<file path="src/rtl/round_controller.sv">
// Round/score sequencer: tracks level and lives from the registered win/lose
// flags, holds result banners, and issues the frog-respawn pulse.
module round_controller #(
  parameter int LIVES       = 3,
  parameter int WIN_LEVELS  = 7,
  parameter int HOLD_CYCLES = 25_000_000
) (
  input  logic       clk,
  input  logic       reset,
  input  logic       start,
  input  logic       winResult,
  input  logic       loseResult,
  output logic       frogReset,
  output logic       freeze,
  output logic       showWin,
  output logic       showLose,
  output logic       gameOver,
  output logic       gameWon,
  output logic [3:0] level,
  output logic [2:0] lives,
  output logic [2:0] dbg_state
);

  localparam int               HW         = (HOLD_CYCLES > 1) ? $clog2(HOLD_CYCLES) : 1;
  localparam logic [HW-1:0]    HOLD_LOAD  = HW'(HOLD_CYCLES - 1);
  localparam logic [3:0]       LEVEL_MAX  = 4'(WIN_LEVELS);
  localparam logic [2:0]       LIVES_INIT = 3'(LIVES);
  localparam logic [1:0]       GUARD_LOAD = 2'd2;

  typedef enum logic [2:0] {
    S_IDLE      = 3'd0,
    S_PLAY      = 3'd1,
    S_WIN_HOLD  = 3'd2,
    S_LOSE_HOLD = 3'd3,
    S_OVER      = 3'd4,
    S_WON       = 3'd5
  } state_t;

  state_t          r_state;
  logic            r_start_q;
  logic [1:0]      r_guard;
  logic [HW-1:0]   r_hold;
  logic [3:0]      r_level;
  logic [2:0]      r_lives;
  logic            r_frog_reset, r_freeze, r_show_win, r_show_lose, r_game_over, r_game_won;

  state_t          w_next_state;
  logic [1:0]      w_guard_n;
  logic [HW-1:0]   w_hold_n;
  logic [3:0]      w_level_n;
  logic [2:0]      w_lives_n;
  logic            w_frog_reset_n, w_freeze_n, w_show_win_n, w_show_lose_n;
  logic            w_game_over_n, w_game_won_n;
  logic            w_start_rise;
  logic [3:0]      w_level_inc;
  logic [2:0]      w_lives_dec;

  assign w_start_rise = start & ~r_start_q;
  // Saturating step values; they never wrap past the limits.
  assign w_level_inc  = (r_level < LEVEL_MAX) ? r_level + 4'd1 : r_level;
  assign w_lives_dec  = (r_lives != 3'd0) ? r_lives - 3'd1 : 3'd0;

  always_ff @(posedge clk or negedge reset) begin
    if (!reset) begin
      r_state      <= S_IDLE;
      r_start_q    <= 1'b0;
      r_guard      <= 2'd0;
      r_hold       <= '0;
      r_level      <= 4'd0;
      r_lives      <= LIVES_INIT;
      r_frog_reset <= 1'b0;
      r_freeze     <= 1'b1;
      r_show_win   <= 1'b0;
      r_show_lose  <= 1'b0;
      r_game_over  <= 1'b0;
      r_game_won   <= 1'b0;
    end else begin
      r_state      <= w_next_state;
      r_start_q    <= start;
      r_guard      <= w_guard_n;
      r_hold       <= w_hold_n;
      r_level      <= w_level_n;
      r_lives      <= w_lives_n;
      r_frog_reset <= w_frog_reset_n;
      r_freeze     <= w_freeze_n;
      r_show_win   <= w_show_win_n;
      r_show_lose  <= w_show_lose_n;
      r_game_over  <= w_game_over_n;
      r_game_won   <= w_game_won_n;
    end
  end

  always_comb begin
    w_next_state = r_state;
    w_guard_n    = r_guard;
    w_hold_n     = r_hold;
    w_level_n    = r_level;
    w_lives_n    = r_lives;
    case (r_state)
      S_IDLE, S_OVER, S_WON: begin
        if (w_start_rise) begin
          w_next_state = S_PLAY;
          w_level_n    = 4'd0;
          w_lives_n    = LIVES_INIT;
          w_guard_n    = GUARD_LOAD;
        end
      end
      S_PLAY: begin
        // Guard masks results still in flight from before the respawn.
        if (r_guard != 2'd0) begin
          w_guard_n = r_guard - 2'd1;
        end else if (loseResult) begin
          w_lives_n    = w_lives_dec;
          w_hold_n     = HOLD_LOAD;
          w_next_state = (w_lives_dec == 3'd0) ? S_OVER : S_LOSE_HOLD;
        end else if (winResult) begin
          w_level_n    = w_level_inc;
          w_hold_n     = HOLD_LOAD;
          w_next_state = (w_level_inc == LEVEL_MAX) ? S_WON : S_WIN_HOLD;
        end
      end
      S_WIN_HOLD, S_LOSE_HOLD: begin
        if (r_hold == '0) begin
          w_next_state = S_PLAY;
          w_guard_n    = GUARD_LOAD;
        end else begin
          w_hold_n = r_hold - 1'b1;
        end
      end
      default: w_next_state = S_IDLE;
    endcase
  end

  always_comb begin
    w_frog_reset_n = (w_next_state == S_PLAY) && (r_state != S_PLAY);
    w_freeze_n     = (w_next_state != S_PLAY);
    w_show_win_n   = (w_next_state == S_WIN_HOLD) || (w_next_state == S_WON);
    w_show_lose_n  = (w_next_state == S_LOSE_HOLD) || (w_next_state == S_OVER);
    w_game_over_n  = (w_next_state == S_OVER);
    w_game_won_n   = (w_next_state == S_WON);
  end

  assign frogReset = r_frog_reset;
  assign freeze    = r_freeze;
  assign showWin   = r_show_win;
  assign showLose  = r_show_lose;
  assign gameOver  = r_game_over;
  assign gameWon   = r_game_won;
  assign level     = r_level;
  assign lives     = r_lives;
  assign dbg_state = r_state;

endmodule
</file>
<file path="config.mk">
export PLATFORM = sky130hd
export DESIGN_NAME = round_controller
export DESIGN_NICKNAME = d
export VERILOG_FILES = /design/src/rtl/round_controller.sv
export SDC_FILE = /design/constraint.sdc
export NUM_CORES = 1
export LEC_CHECK = 0
export CORE_ASPECT_RATIO = 0.7
export CORE_MARGIN = 10
export CORE_UTILIZATION = 30
export CTS_CLUSTER_DIAMETER = 30
export DETAILED_ROUTE_END_ITERATION = 6
export GPL_ROUTABILITY_DRIVEN = 0
export SYNTH_ARGS = -nofsm -noshare
export SYNTH_HDL_FRONTEND = slang
export SYNTH_SLANG_ARGS = --single-unit
</file>
<file path="constraint.sdc">
create_clock -name clk -period 2.5 [get_ports clk]
set_input_delay 0.375 -clock clk [delete_from_list [all_inputs] [get_ports clk]]
set_output_delay 0.375 -clock clk [all_outputs]
set_load 0.01 [all_outputs]
</file>
==> flow_summary.yaml <==
final_layout:
  diodes: 0
  num-nets-final: 307
  mostFrequentLayoutCells: "dfrtp_1 (40), nor2_1 (25), nand2_1 (21)"
  syn_to_final_growth_pct: 21.4
  finalCoreUtilization_pct: 38.1
  final_layout_size_suffix_gt1_share_pct: 14.1
  layout_commonest_cell: "dfrtp_1"
synth:
  synth.distinct_cells: 62
  synth_top_area_cell: "dfrtp_1"
  synthCells: 267
  async_reset_ff_share_pct: 100
  ys_ff_latch: 44
  synth_edf_count: 0
  syn_nets: 277
  synth_top_area_share_pct: 40.7
  ys_seq_area_share_pct: 43.8
  yosys_warnings: 0
  synth_area_per_cell_um2: 9.45
  synth_area_mm2: 0.00252
  synth_top_flop_cell: "dfrtp_1"
  yosys-top-cells-area: "dfrtp_1 (41%), nor2_1 (3.7%), dfstp_2 (3.1%), nand2_1 (3.1%), a21oi_1 (2.6%)"
critical_path:
  cp_max_fo: 7
  reg2regPathDepth: 6
  crit_arrival_ns: 2.50
  worst_setup_path_end_kind: "flip-flop"
  critPathKind: "reg -> reg"
  cp-start-kind: "flip-flop"
  cp.required_ns: 2.67
die:
  io_pins: 21
  die_w_um: 130
  rows: 27
  dieArea_mm2: 0.0125
  initial_utilization_pct: 31.4
  core_area_mm2: 0.00804
  die_h_um: 96.7
clock_tree:
  cts_setup_buffers: 0
  clk_path_buf_depth: 2
  numClockSinks: 44
  path_clk_slew_ns: 0.06
  cts_tree: "yes"
  clk_latency_ns: 0.29
  ctsHoldBuffers: 0
  h-tree-depth: 2
  clockRootBuffer: "clkbuf_16"
  cts_made_buffers: 5
  cts_resized: 0
timing:
  period_share_pct: 93.4
  period_minus_slack_ns: 2.34
  fmax_mhz: 428
  hold_violations: 0
  finClkSkew_ns: 0.00712
  setup_viol: 0
  setup_ws_ns: 0.165
  worst_pin_slew_ns: 0.587
  relSlewSlack_pct: 60.5
  slew_viol_final: 0
drt:
  post_drt_via_cell_ratio: 5.34
  drt.antenna.violating_nets: 0
  wirelength_mm: 6.33
  dr_total_vias: 2132
  drc: 0
  drt_iter0_drc: 194
  post_drt_wl_per_cell_um: 15.9
  drtPass1Iterations: 4
power:
  powerDensity_mw_per_mm2: 611
  p_seq_share_pct: 46.4
  combPwrFrac_pct: 14.1
  sw_frac_of_total_pct: 26.3
  clockPowerShare_pct: 39.5
  power_switching_w: 0.000492
  p_int_w: 0.00138
  leakage_nw: 1.16
  irDropWorstVdd_uv: 235
run_status:
  status: "completed"
place:
  port_buffers: 20
  dp.final_hpwl_mm: 4.73
  dp_worst_setup_slack_ns: 0.0882
global_route:
  antenna_found_initial: 0
  grt_first_pass_wirelength_mm: 10.6
  gr-total-overflow: 0
  grt_pass1_vias: 2031
  grt_start_max_net_pins: 45
  grt.total_usage_pct: 10.2
hold_path:
  worstHoldPathType: "in -> async"
job:
  cap_violations: 0
-- kinds of logic (layout without fill, tap and decap cells) --
logic type | after synthesis | in the layout | share of synthesized area, %
muxes | 2 | 2 | 0.843
xor gates and xnor gates | 5 | 5 | 1.74
and+or+nand+nor | 120 | 120 | 28.0
buffers and inverters | 20 | 51 | 4.07
AOI/OAI and AO/OA | 71 | 71 | 19.1
adders and majority gates | 5 | 5 | 2.48
DFF | 44 | 44 | 43.8
-- synth_stat cells, drive strengths merged, types with 6 or more instances --
master and number:
dfrtp 41, nor2 25, nand2 21, o21ai 16, a21oi 14, nand3 13
inv 12, nor3 10, a31oi 7, and4 7, or4 7, o31ai 6
or3 6
-- per-layer routing --
layer	track usage (%)	up-vias	wire length (µm)
met1	16.0	1022	3490
met4	3.42	0	82
met3	2.61	9	270
met5	0	-	0
li1	-	1063	-
met2	12.8	38	2480
-- layout make-up --
class                   count  area, µm²
clock inverters             3       42.5
well taps                 101        126
multi-input cells         203       1330
repair buffers             31        290
fillers                   805       4980
flip-flops and latches     44       1110
inverters                  12       45.0
clock buffers               5        125
-- worst max-delay path, cell delays in order, from the launching register on --
cell      delay, ns
dfrtp_1        0.43
ha_1           0.32
or3b_2         0.45
o32ai_1        0.23
nand2_1        0.14
o31a_1         0.36
o221ai_1       0.29
-- power by group through the flow --
stage / Sequential (W) / Combinational (W) / Clock, W
global route: 0.000878 / 0.000297 / 0.000789
finish: 0.000869 / 0.000263 / 0.000739
global placement: 0.000874 / 0.000258 / 0
CTS: 0.000867 / 0.000265 / 0.000762
floorplan: 0.000865 / 0.000175 / 0
detailed placement: 0.000878 / 0.000260 / 0
-- path summary, 6_finish.rpt --
| check | startpoint | endpoint | slack, ns |
|---|---|---|---|
| min in group clk | r_guard[0] | r_guard[0] | 0.48 |
| max in group asynchronous | reset | freeze | 2.18 |
| worst min register to register | r_guard[0] | r_guard[0] | 0.48 |
| worst max register to register | level[0] | showLose | 0.16 |
| worst min-delay path | reset | level[0] | 0.06 |
| worst max-delay path | level[0] | showLose | 0.16 |
-- flip-flops by register name, indices dropped and copies added, names as in the netlist --
register,count
r_hold,25
level,4
gameWon,1
dbg_state,3
showWin,1
frogReset,1
showLose,1
gameOver,1
lives,3
freeze,1
r_start_q,1
r_guard,2
-- per-stage QoR --
stage | TNS [ns] | total power [W] | hold slack, ns | cells | instance area, µm²
floorplan | 0 | 0.00104 | 0.0794 | 267 | 2520
global placement | 0 | 0.00113 | 0.375 | 391 | 2880
detailed placement | 0 | 0.00114 | 0.374 | 391 | 2880
CTS | 0 | 0.00189 | 0.0696 | 399 | 3050
global route | -0.0169 | 0.00196 | 0.0711 | 399 | 3060
finish | 0 | 0.00187 | 0.0601 | 399 | 3060
No activity file was read; power rests on OpenSTA's default activity.
